File: config.mk
export PLATFORM = sky130hd
export DESIGN_NAME = dispatch_stage
export DESIGN_NICKNAME = d
export VERILOG_FILES = /design/src/rtl/rv32i_types.sv /design/src/rtl/dispatch_decode.sv /design/src/rtl/dispatch_stage.sv
export SDC_FILE = /design/constraint.sdc
export NUM_CORES = 1
export LEC_CHECK = 0
export ABC_AREA = 1
export BUFFER_PORTS_ARGS = -buffer_cell sky130_fd_sc_hd__buf_4
export CORE_MARGIN = 5
export CORE_UTILIZATION = 54
export DETAILED_ROUTE_END_ITERATION = 10
export PLACE_DENSITY = 0.86
export SLEW_MARGIN = 10
export SYNTH_ARGS = -nofsm -noshare
export SYNTH_HDL_FRONTEND = slang
export SYNTH_SLANG_ARGS = --single-unit
File: constraint.sdc
create_clock -name clk -period 11 [get_ports clk]
set_input_delay 1.65 -clock clk [delete_from_list [all_inputs] [get_ports clk]]
set_output_delay 1.65 -clock clk [all_outputs]
set_load 0.005 [all_outputs]
File: src/rtl/rv32i_types.sv
// Shared RV32I decode and dispatch types: station classes, decoded
// instruction fields and the micro-op handed to the reservation stations.
package rv32i_types;

    localparam int NUM_RS_MAX   = 4;
    localparam int UOP_TAG_BITS = 6;
    localparam int UOP_ROB_BITS = 5;

    localparam logic [6:0] OPC_OP     = 7'b0110011;
    localparam logic [6:0] OPC_OP_IMM = 7'b0010011;
    localparam logic [6:0] OPC_LOAD   = 7'b0000011;
    localparam logic [6:0] OPC_STORE  = 7'b0100011;
    localparam logic [6:0] OPC_BRANCH = 7'b1100011;
    localparam logic [6:0] OPC_LUI    = 7'b0110111;
    localparam logic [6:0] OPC_AUIPC  = 7'b0010111;
    localparam logic [6:0] OPC_JAL    = 7'b1101111;
    localparam logic [6:0] OPC_JALR   = 7'b1100111;

    localparam logic [6:0] FUNCT7_MULDIV = 7'b0000001;

    typedef enum logic [1:0] {
        RS_ALU = 2'd0,
        RS_MUL = 2'd1,
        RS_DIV = 2'd2,
        RS_LSU = 2'd3
    } rs_class_e;

    typedef struct packed {
        logic [6:0]  opcode;
        logic [4:0]  rd_s;
        logic [4:0]  rs1_s;
        logic [4:0]  rs2_s;
        logic [2:0]  funct3;
        logic [6:0]  funct7;
        logic [31:0] imm;
        rs_class_e   rs_class;
        logic        needs_pd;
    } decode_info_t;

    typedef struct packed {
        decode_info_t            info;
        logic [UOP_TAG_BITS-1:0] pd;
        logic [UOP_TAG_BITS-1:0] ps1;
        logic                    ps1_valid;
        logic [UOP_TAG_BITS-1:0] ps2;
        logic                    ps2_valid;
        logic [UOP_ROB_BITS-1:0] rob_num;
    } dispatch_uop_t;

    // x0 is never renamed, and branches/stores have no destination.
    function automatic logic writes_rd(logic [6:0] opcode, logic [4:0] rd);
        return (rd != 5'd0) && (opcode != OPC_BRANCH) && (opcode != OPC_STORE);
    endfunction

endpackage

File: src/rtl/dispatch_decode.sv
// Combinational decode: splits the instruction into fields, forms the
// immediate and picks the reservation station class.
module dispatch_decode
    import rv32i_types::*;
#(
    parameter int NUM_RS = 3
) (
    input  logic [31:0]  inst_i,
    output decode_info_t info_o
);

    logic [6:0] opcode;
    assign opcode = inst_i[6:0];

    always_comb begin
        info_o          = '0;
        info_o.opcode   = opcode;
        info_o.rd_s     = inst_i[11:7];
        info_o.rs1_s    = inst_i[19:15];
        info_o.rs2_s    = inst_i[24:20];
        info_o.funct3   = inst_i[14:12];
        info_o.funct7   = inst_i[31:25];
        info_o.needs_pd = writes_rd(opcode, inst_i[11:7]);

        case (opcode)
            OPC_OP_IMM, OPC_LOAD, OPC_JALR:
                info_o.imm = {{20{inst_i[31]}}, inst_i[31:20]};
            OPC_STORE:
                info_o.imm = {{20{inst_i[31]}}, inst_i[31:25], inst_i[11:7]};
            OPC_BRANCH:
                info_o.imm = {{19{inst_i[31]}}, inst_i[31], inst_i[7],
                              inst_i[30:25], inst_i[11:8], 1'b0};
            OPC_LUI, OPC_AUIPC:
                info_o.imm = {inst_i[31:12], 12'd0};
            OPC_JAL:
                info_o.imm = {{11{inst_i[31]}}, inst_i[31], inst_i[19:12],
                              inst_i[20], inst_i[30:21], 1'b0};
            default:
                info_o.imm = 32'd0;
        endcase

        // funct3[2] separates the divide group from the multiply group.
        if (opcode == OPC_OP && inst_i[31:25] == FUNCT7_MULDIV) begin
            info_o.rs_class = inst_i[14] ? RS_DIV : RS_MUL;
        end else if (NUM_RS > 3 && (opcode == OPC_LOAD || opcode == OPC_STORE)) begin
            info_o.rs_class = RS_LSU;
        end else begin
            info_o.rs_class = RS_ALU;
        end
    end

endmodule

File: src/rtl/dispatch_stage.sv
// Rename/dispatch stage: pops the instruction queue, renames through the
// RAT and free list, and holds one micro-op until the ROB and station accept it.
module dispatch_stage
    import rv32i_types::*;
#(
    parameter int PHYS_REG_BITS = 6,
    parameter int ROB_IDX_BITS  = 5,
    parameter int NUM_RS        = 3
) (
    input  logic                     clk,
    input  logic                     rst,
    input  logic                     flush,
    input  logic [31:0]              iq_inst,
    input  logic                     iq_valid,
    output logic                     iq_dequeue,
    input  logic [PHYS_REG_BITS-1:0] fl_pd,
    input  logic                     fl_empty,
    output logic                     fl_dequeue,
    output logic [4:0]               rat_rs1,
    output logic [4:0]               rat_rs2,
    output logic [4:0]               rat_rd,
    input  logic [PHYS_REG_BITS-1:0] rat_ps1,
    input  logic [PHYS_REG_BITS-1:0] rat_ps2,
    input  logic                     rat_ps1_valid,
    input  logic                     rat_ps2_valid,
    output logic                     rat_we,
    output logic [PHYS_REG_BITS-1:0] rat_pd,
    input  logic                     cdb_valid,
    input  logic [PHYS_REG_BITS-1:0] cdb_pd,
    input  logic                     rob_full,
    input  logic [ROB_IDX_BITS-1:0]  rob_tail,
    output logic                     rob_enqueue,
    input  logic [NUM_RS-1:0]        rs_full,
    output logic [NUM_RS-1:0]        rs_push,
    output dispatch_uop_t            uop_out,
    output logic [31:0]              stall_cycles
);

    decode_info_t dec;

    dispatch_decode #(.NUM_RS(NUM_RS)) u_decode (
        .inst_i (iq_inst),
        .info_o (dec)
    );

    logic                     out_valid_q, out_valid_d;
    decode_info_t             info_q, info_d;
    logic [PHYS_REG_BITS-1:0] pd_q, pd_d;
    logic [PHYS_REG_BITS-1:0] ps1_q, ps1_d;
    logic [PHYS_REG_BITS-1:0] ps2_q, ps2_d;
    logic                     ps1_v_q, ps1_v_d;
    logic                     ps2_v_q, ps2_v_d;
    logic [31:0]              stall_q, stall_d;

    logic station_full;
    logic out_fire;
    logic in_fire;

    function automatic logic tag_ready(logic [PHYS_REG_BITS-1:0] tag,
                                       logic                     bc_valid,
                                       logic [PHYS_REG_BITS-1:0] bc_tag);
        return (tag == '0) || (bc_valid && bc_tag == tag);
    endfunction

    // Only the station the held uop targets can back-pressure it.
    always_comb begin
        station_full = 1'b0;
        for (int i = 0; i < NUM_RS; i++) begin
            if (info_q.rs_class == rs_class_e'(i)) station_full = rs_full[i];
        end
    end

    assign out_fire = !rst && !flush && out_valid_q && !rob_full && !station_full;
    assign in_fire  = !rst && !flush && iq_valid && (!out_valid_q || out_fire)
                      && (!dec.needs_pd || !fl_empty);

    always_comb begin
        info_d  = info_q;
        pd_d    = pd_q;
        ps1_d   = ps1_q;
        ps2_d   = ps2_q;
        ps1_v_d = ps1_v_q || tag_ready(ps1_q, cdb_valid, cdb_pd);
        ps2_v_d = ps2_v_q || tag_ready(ps2_q, cdb_valid, cdb_pd);
        if (in_fire) begin
            // RAT outputs are the mappings before this instruction's own write.
            info_d  = dec;
            pd_d    = dec.needs_pd ? fl_pd : '0;
            ps1_d   = rat_ps1;
            ps2_d   = rat_ps2;
            ps1_v_d = rat_ps1_valid || tag_ready(rat_ps1, cdb_valid, cdb_pd);
            ps2_v_d = rat_ps2_valid || tag_ready(rat_ps2, cdb_valid, cdb_pd);
        end
    end

    always_comb begin
        out_valid_d = out_valid_q;
        if (flush)         out_valid_d = 1'b0;
        else if (in_fire)  out_valid_d = 1'b1;
        else if (out_fire) out_valid_d = 1'b0;

        stall_d = stall_q;
        if (out_valid_q && !out_fire && !flush && stall_q != '1) stall_d = stall_q + 32'd1;
    end

    always_ff @(posedge clk) begin
        if (rst) begin
            out_valid_q <= 1'b0;
            stall_q     <= 32'd0;
        end else begin
            out_valid_q <= out_valid_d;
            stall_q     <= stall_d;
        end
        info_q  <= info_d;
        pd_q    <= pd_d;
        ps1_q   <= ps1_d;
        ps2_q   <= ps2_d;
        ps1_v_q <= ps1_v_d;
        ps2_v_q <= ps2_v_d;
    end

    assign iq_dequeue   = in_fire;
    assign fl_dequeue   = in_fire && dec.needs_pd;
    assign rat_we       = in_fire && dec.needs_pd;
    assign rat_pd       = fl_pd;
    assign rat_rd       = dec.rd_s;
    assign rat_rs1      = dec.rs1_s;
    assign rat_rs2      = dec.rs2_s;
    assign rob_enqueue  = out_fire;
    assign stall_cycles = stall_q;

    always_comb begin
        rs_push = '0;
        for (int i = 0; i < NUM_RS; i++) begin
            rs_push[i] = out_fire && (info_q.rs_class == rs_class_e'(i));
        end
    end

    always_comb begin
        uop_out           = '0;
        uop_out.info      = info_q;
        uop_out.pd        = UOP_TAG_BITS'(pd_q);
        uop_out.ps1       = UOP_TAG_BITS'(ps1_q);
        uop_out.ps1_valid = ps1_v_q;
        uop_out.ps2       = UOP_TAG_BITS'(ps2_q);
        uop_out.ps2_valid = ps2_v_q;
        uop_out.rob_num   = UOP_ROB_BITS'(rob_tail);
    end

endmodule

==> summary.md, run 1 <==
| Metric | Value |
|---|---|
| HP Class | `flip-flop to flip-flop` |
| Area Growth Syn to Fin | `33.49%` |
| R2R cell count | `7` |
| WHS | `0.5262 ns` |
| Layout Nets | `988` |
| Worst Hold Depth | `2` |
| Synth top cells by count | `nand2_1 (214), nor2_1 (87), edfxtp_1 (85)` |
| CTS Root Cell | `clkbuf_16` |
| Final Cycle Share | `52.77%` |
| Post-Syn Area | `6257 um2` |
| HP Start | `stall_cycles[30]` |
| Total grt overflow | `0` |
| Drc violations | `0` |
| Peak supply drop | `0.1342 mV` |
| Worst EP arrival | `4.16 ns` |
| Overall power | `1143 uW` |
| Net Sw Power | `239.4 uW` |
| Antenna violations before repair | `0` |
| Fin. Hold Viols | `0` |
| WL final | `18.17 mm` |
| Number of I/O port buffers | `214` |
| Distinct cells, synth | `38` |
| RD Place Congestion | `0.9439` |
| CTS tree | `built` |
| Worst slew margin | `25.80%` |
| Total inserted antenna cells | `0` |
| Startpoint types | `input pin` |
| Status | `finished, final reports clean` |
| Cell leakage power | `0.003602 uW` |
| Power per Cell Area | `136.9 nW/um2` |
| 1st-iter DRT viols | `529` |
| HPWL Detailed | `13.35 mm` |
| Routed vias/inst | `5.270` |
| EDFF count, synth | `85` |
| Crit Path Category | `input pin to primary output` |
| Clock latency on the worst-skew pair | `0.41 ns` |
| DR vias | `5,639` |
| Clock-pin slew on the worst setup and hold paths | `0.05 ns` |
| Critical path data required time | `9.35 ns` |
| Yosys warns | `0` |
| Power share of the clock group | `50.3%` |
| 1st-pass router iterations | `7` |
| Final core utilization | `73.47%` |
| Sink Count | `120` |
| Largest net degree at the start of global routing | `90` |
| WL per Instance | `16.98 um` |
| Hold path endpoint | `stall_cycles[30]` |
| Clock Path Buffers | `2` |
| Row Count | `39` |
| Synth area leaders | `edfxtp_1 (41%), nand2_1 (13%), dfxtp_1 (11%)` |
| Setup-failing EPs final | `0` |
| Internal | `903.7 uW` |
| Worst Setup End Kind | `primary output` |
| Seq/Total Area, Yosys | `51.99%` |
| Switch share | `20.94%` |
| Total CTS buffers | `17` |
| RSZ-0062 raised after global routing | `false` |
| Max_cap viols | `0` |
| Total setup buffers inserted after CTS | `0` |
| Vias in the first global route | `5,549` |
| Post_cts resized | `0` |
| Power share of the combinational group | `6.5%` |
| Worst Clk Skew | `0.007332 ns` |
| Syn Inst Count | `723` |
| Fmax | `172.3 MHz` |
| Worst flop-to-flop path endpoint | `uop_out[52]` |
| # H-tree levels | `4` |
| Share of layout cells above drive strength 1 | `34.52%` |
| Post-route ant nets | `0` |
| Prevailing post-synth register cell | `edfxtp_1` |
| Setup Total Neg Slack | `0 ns` |
| Area fraction of the dominant cell type after synthesis | `40.79%` |
| R2R Setup Slk | `8.63 ns` |
| Flops & latches, synth | `120` |
| Post-Syn Nets | `797` |
| Die Wd | `117.6 um` |
| Die span in y | `117.6 um` |
| Die Area | `13,840 um2` |
| Worst-Margin Slew | `1.113 ns` |
| Initial Util | `55.03%` |
| Tot GR Track Use | `25.82%` |
| Yosys top cell by area | `edfxtp_1` |
| Ports | `225` |
| Hold_buf cts | `0` |
| Reg-to-reg critical path startpoint | `uop_out[27]` |
| Core area | `11,370 um2` |
| Tmin final | `5.805 ns` |
| Final Slew Violations | `0` |
| Share of power burned in registers | `43.1%` |
| Async set-reset flop share out of synthesis | `0%` |
| CP max FO | `89` |
| Most frequent cell after synthesis | `nand2_1` |
| Avg Inst Size Synth | `8.655 um2` |
| First-pass GRT wire length | `28.71 mm` |
==> layer usage <==
metal / part of all wire, % / GRT usage, %
met5: 0 / 0
met4: 3.1 / 10.25
met3: 9.6 / 9.707
met2: 49 / 42.15
met1: 39 / 30.84
==> power by group through the flow <==
stage               clock [uW]  sequential, uW  combinational, uW
floorplan                    0             503               35.1
global placement             0             502               72.3
detailed placement           0             502               73.8
CTS                        580             493               74.4
global route               600             494               82.1
finish                     575             493               74.7
==> worst max-delay path, stage by stage <==
cell	delay [ns]
buf_4	0.09
nand2_1	0.12
nor3_2	0.29
nand2_2	0.21
nand2_2	0.27
o21ai_1	0.17
nor2_4	0.10
buf_4	0.85
inv_2	0.09
nor2_1	0.18
buf_4	0.14
==> cells by family after synthesis <==
kind of cell,after synthesis,synth area share [%]
xor gates and xnor gates,21,2.939
and+or+nand+nor,402,27.95
adders and majority gates,1,0.1999
DFF,120,51.99
buffers and inverters,115,9.398
AOI/OAI and AO/OA,64,7.518
==> area by class of cell <==
cell class	instances	area [um2]
well taps	143	178.9
multi-input cells	488	2421
clock buffers	19	432.9
clock inverters	13	178.9
flip-flops and latches	120	3253
fillers	809	3017
repair buffers	216	1622
inverters	71	266.5
==> how the worst max path moves through the flow <==
| stage | cells past startpoint | to | from |
|---|---|---|---|
| after detailed placement | 11 | fl_dequeue | iq_inst[0] |
| after global routing | 11 | fl_dequeue | iq_inst[0] |
| after floorplan | 9 | rat_we | iq_inst[1] |
| after CTS | 11 | fl_dequeue | iq_inst[0] |
| after global placement | 11 | rat_we | iq_inst[1] |
| final | 11 | fl_dequeue | iq_inst[0] |
==> cells in the final DEF, fill, tap and decap left out, types with 3 or more instances in the layout <==
master,Yosys,layout
buf_4,29,216
nand2_1,214,214
nor2_1,87,87
edfxtp_1,85,85
inv_1,67,67
dfxtp_1,35,35
nand3_1,34,34
a21oi_2,30,30
nand2_2,24,24
clkbuf_16,0,17
xor2_1,14,14
o21ai_0,12,12
nand4_1,11,11
nor3_1,8,8
xnor2_1,7,7
a21oi_1,6,6
nor2_2,6,5
nor4_1,5,5
inv_2,4,4
or2_2,4,4
o2111ai_1,4,4
o22ai_1,4,4
bufinv_16,0,4
nor2_4,2,3
clkinv_4,0,3
==> flip-flops by register name, indices dropped and copies added, names as in the netlist <==
register	cells
ps2_v_q	1
ps2_q	6
out_valid_q	1
uop_out	67
pd_q	6
ps1_v_q	1
stall_cycles	32
ps1_q	6
==> metrics by stage <==
stage	cell area (um2)	setup slack, ns	cells
after floorplan	6257	4.275	723
after global placement	7741	5.400	1038
after detailed placement	7741	5.221	1038
after CTS	8353	5.228	1070
after global routing	8353	4.947	1070
final	8353	5.195	1070
(Power assumes the default switching activity.)
==> run 2, diff against run 1 <==
CORE_UTILIZATION = 50   (was 54)
PLACE_DENSITY = 0.8   (was 0.86)
clock period = 5.5 ns   (was 11 ns; I/O delays follow)
==> summary.md, run 2 (synthesized netlist as in run 1, its figures left out) <==
| Metric | Value |
|---|---|
| Sink Count | `120 (unchanged)` |
| Setup Total Neg Slack | `0 ns (unchanged)` |
| Startpoint types | `input pin (unchanged)` |
| Hold_buf cts | `0 (unchanged)` |
| Drc violations | `0 (unchanged)` |
| RSZ-0062 raised after global routing | `false (unchanged)` |
| Setup-failing EPs final | `0 (unchanged)` |
| Tmin final | `3.333 ns` |
| Die Wd | `121.9 um (was 117.6 um)` |
| Post_cts resized | `0 (unchanged)` |
| Total setup buffers inserted after CTS | `0 (unchanged)` |
| Worst EP arrival | `2.51 ns (was 4.16 ns)` |
| Antenna violations before repair | `0 (unchanged)` |
| Routed vias/inst | `5.102 (was 5.270)` |
| Core area | `12,160 um2 (was 11,370 um2)` |
| Placed cells | `1,063 (was 1,038)` |
| Initial Util | `51.45% (was 55.03%)` |
| Overall power | `2271 uW (was 1143 uW)` |
| DR vias | `5,587 (was 5,639)` |
| CTS tree | `built (unchanged)` |
| Multi-input logic area | `2421 um2 (unchanged)` |
| Layout Nets | `988 (unchanged)` |
| Critical path data required time | `4.68 ns (was 9.35 ns)` |
| Area Growth Syn to Fin | `33.83% (was 33.49%)` |
| Tot GR Track Use | `24.48% (was 25.82%)` |
| First-pass GRT wire length | `27.82 mm (was 28.71 mm)` |
| Worst Clk Skew | `0.01399 ns (was 0.007332 ns)` |
| Share of layout cells above drive strength 1 | `34.84% (was 34.52%)` |
| Fmax | `300.0 MHz` |
| Clock Path Buffers | `2 (unchanged)` |
| Ports | `225 (unchanged)` |
| Final Cycle Share | `60.60%` |
| Total grt overflow | `0 (unchanged)` |
| Peak supply drop | `0.2534 mV (was 0.1342 mV)` |
| 1st-pass router iterations | `5 (was 7)` |
| RD Place Congestion | `0.9202 (was 0.9439)` |
| Number of I/O port buffers | `214 (unchanged)` |
| Total CTS buffers | `17 (unchanged)` |
| Layout Cells excl Fill | `1,095 (was 1,070)` |
| Clock latency on the worst-skew pair | `0.42 ns (was 0.41 ns)` |
| Post-route ant nets | `0 (unchanged)` |
| # H-tree levels | `4 (unchanged)` |
| HP Class | `flip-flop to flip-flop (unchanged)` |
| Vias in the first global route | `5,264 (was 5,549)` |
| Cell leakage power | `0.003601 uW (was 0.003602 uW)` |
| CTS Root Cell | `clkbuf_16 (unchanged)` |
| Clock-pin slew on the worst setup and hold paths | `0.05 ns (about the same)` |
| Worst-Margin Slew | `1.041 ns (was 1.113 ns)` |
| 1st-iter DRT viols | `620 (was 529)` |
| Largest net degree at the start of global routing | `82 (was 90)` |
| Most frequent cells in the layout | `buf_4 (216), nand2_1 (214), nor2_1 (87) (unchanged)` |
| WL final | `18.18 mm (was 18.17 mm)` |
| WL per Instance | `16.60 um (was 16.98 um)` |
| Max_cap viols | `0 (unchanged)` |
| Status | `finished, final reports clean (unchanged)` |
| Die span in y | `121.9 um (was 117.6 um)` |
| Worst slew margin | `30.59% (was 25.80%)` |
| Power per Cell Area | `271.2 nW/um2 (was 136.9 nW/um2)` |
| Row Count | `40 (was 39)` |
| Fin. Hold Viols | `0 (unchanged)` |
| Worst Setup End Kind | `primary output (unchanged)` |
| Filler cells | `979 (was 809)` |
| Final Slew Violations | `0 (unchanged)` |
| Die Area | `14,850 um2 (was 13,840 um2)` |
| Total inserted antenna cells | `0 (unchanged)` |
| HPWL Detailed | `13.56 mm (was 13.35 mm)` |
| CP max FO | `10 (was 89)` |
| Storage element area | `3253 um2 (unchanged)` |
| Most common cell after layout, fill and taps aside | `buf_4 (unchanged)` |
| Crit Path Category | `input pin to primary output (unchanged)` |
| Max reg flops | `67 (unchanged)` |
run 2: cell types whose count changed in the layout (fill, tap and decap cells not counted):
cell       change
clkinv_2       +1
bufinv_16      -1
clkbuf_1       -1
clkinv_1       -2
inv_6          +3
run 2: layout make-up:
class                   count  area share, %
repair buffers            216          19.36
inverters                  71          3.182
clock inverters            14          2.062
well taps                 168          2.510
flip-flops and latches    120          38.85
multi-input cells         488          28.91
clock buffers              18          5.125
run 2: worst max-delay path, stage by stage:
cell and delay (ns):
buf_4 0.09, nand2_1 0.10, nor3_2 0.26, nand2_2 0.22, nand2_2 0.23, o21ai_1 0.14
nor2_4 0.25, inv_2 0.07, nor2_1 0.17, buf_4 0.14
run 2: through the flow:
stage / instance area (um2) / util, % / hold slack, ns / setup WS (ns)
finish: 8374 / 68.86 / 0.5263 / 2.167
global placement: 7772 / 63.91 / 0.5107 / 2.234
detailed placement: 7772 / 63.91 / 0.5216 / 2.102
floorplan: 6257 / - / 0.4957 / 0.4250
global route: 8374 / 68.86 / 0.5485 / 1.919
CTS: 8374 / 68.86 / 0.5312 / 2.165
run 2: metal layers:
layer  share of wire, %  global-route usage (%)  vias to the layer above
met5                  0                       0                        -
met4                2.8                   9.314                        0
met3                9.5                   9.656                       33
met2                 48                   40.47                      237
met1                 39                   28.77                     2600
li1                   -                       -                     2717
run 2: path summary, 6_finish.rpt:
path,endpoint,from,cells after the start,slack [ns]
setup reg to reg,uop_out[58],uop_out[26],7,3.06
hold reg to reg,stall_cycles[31],stall_cycles[31],2,0.53
setup / recovery,rat_we,iq_inst[0],10,2.17
hold / removal,stall_cycles[31],stall_cycles[31],2,0.53
run 2: where the power goes:
part | internal (uW) | total (uW) | switching, uW
clock network | 715 | 1140 | 421
registers | 980 | 986 | 5.44
logic | 72.7 | 150 | 76.9
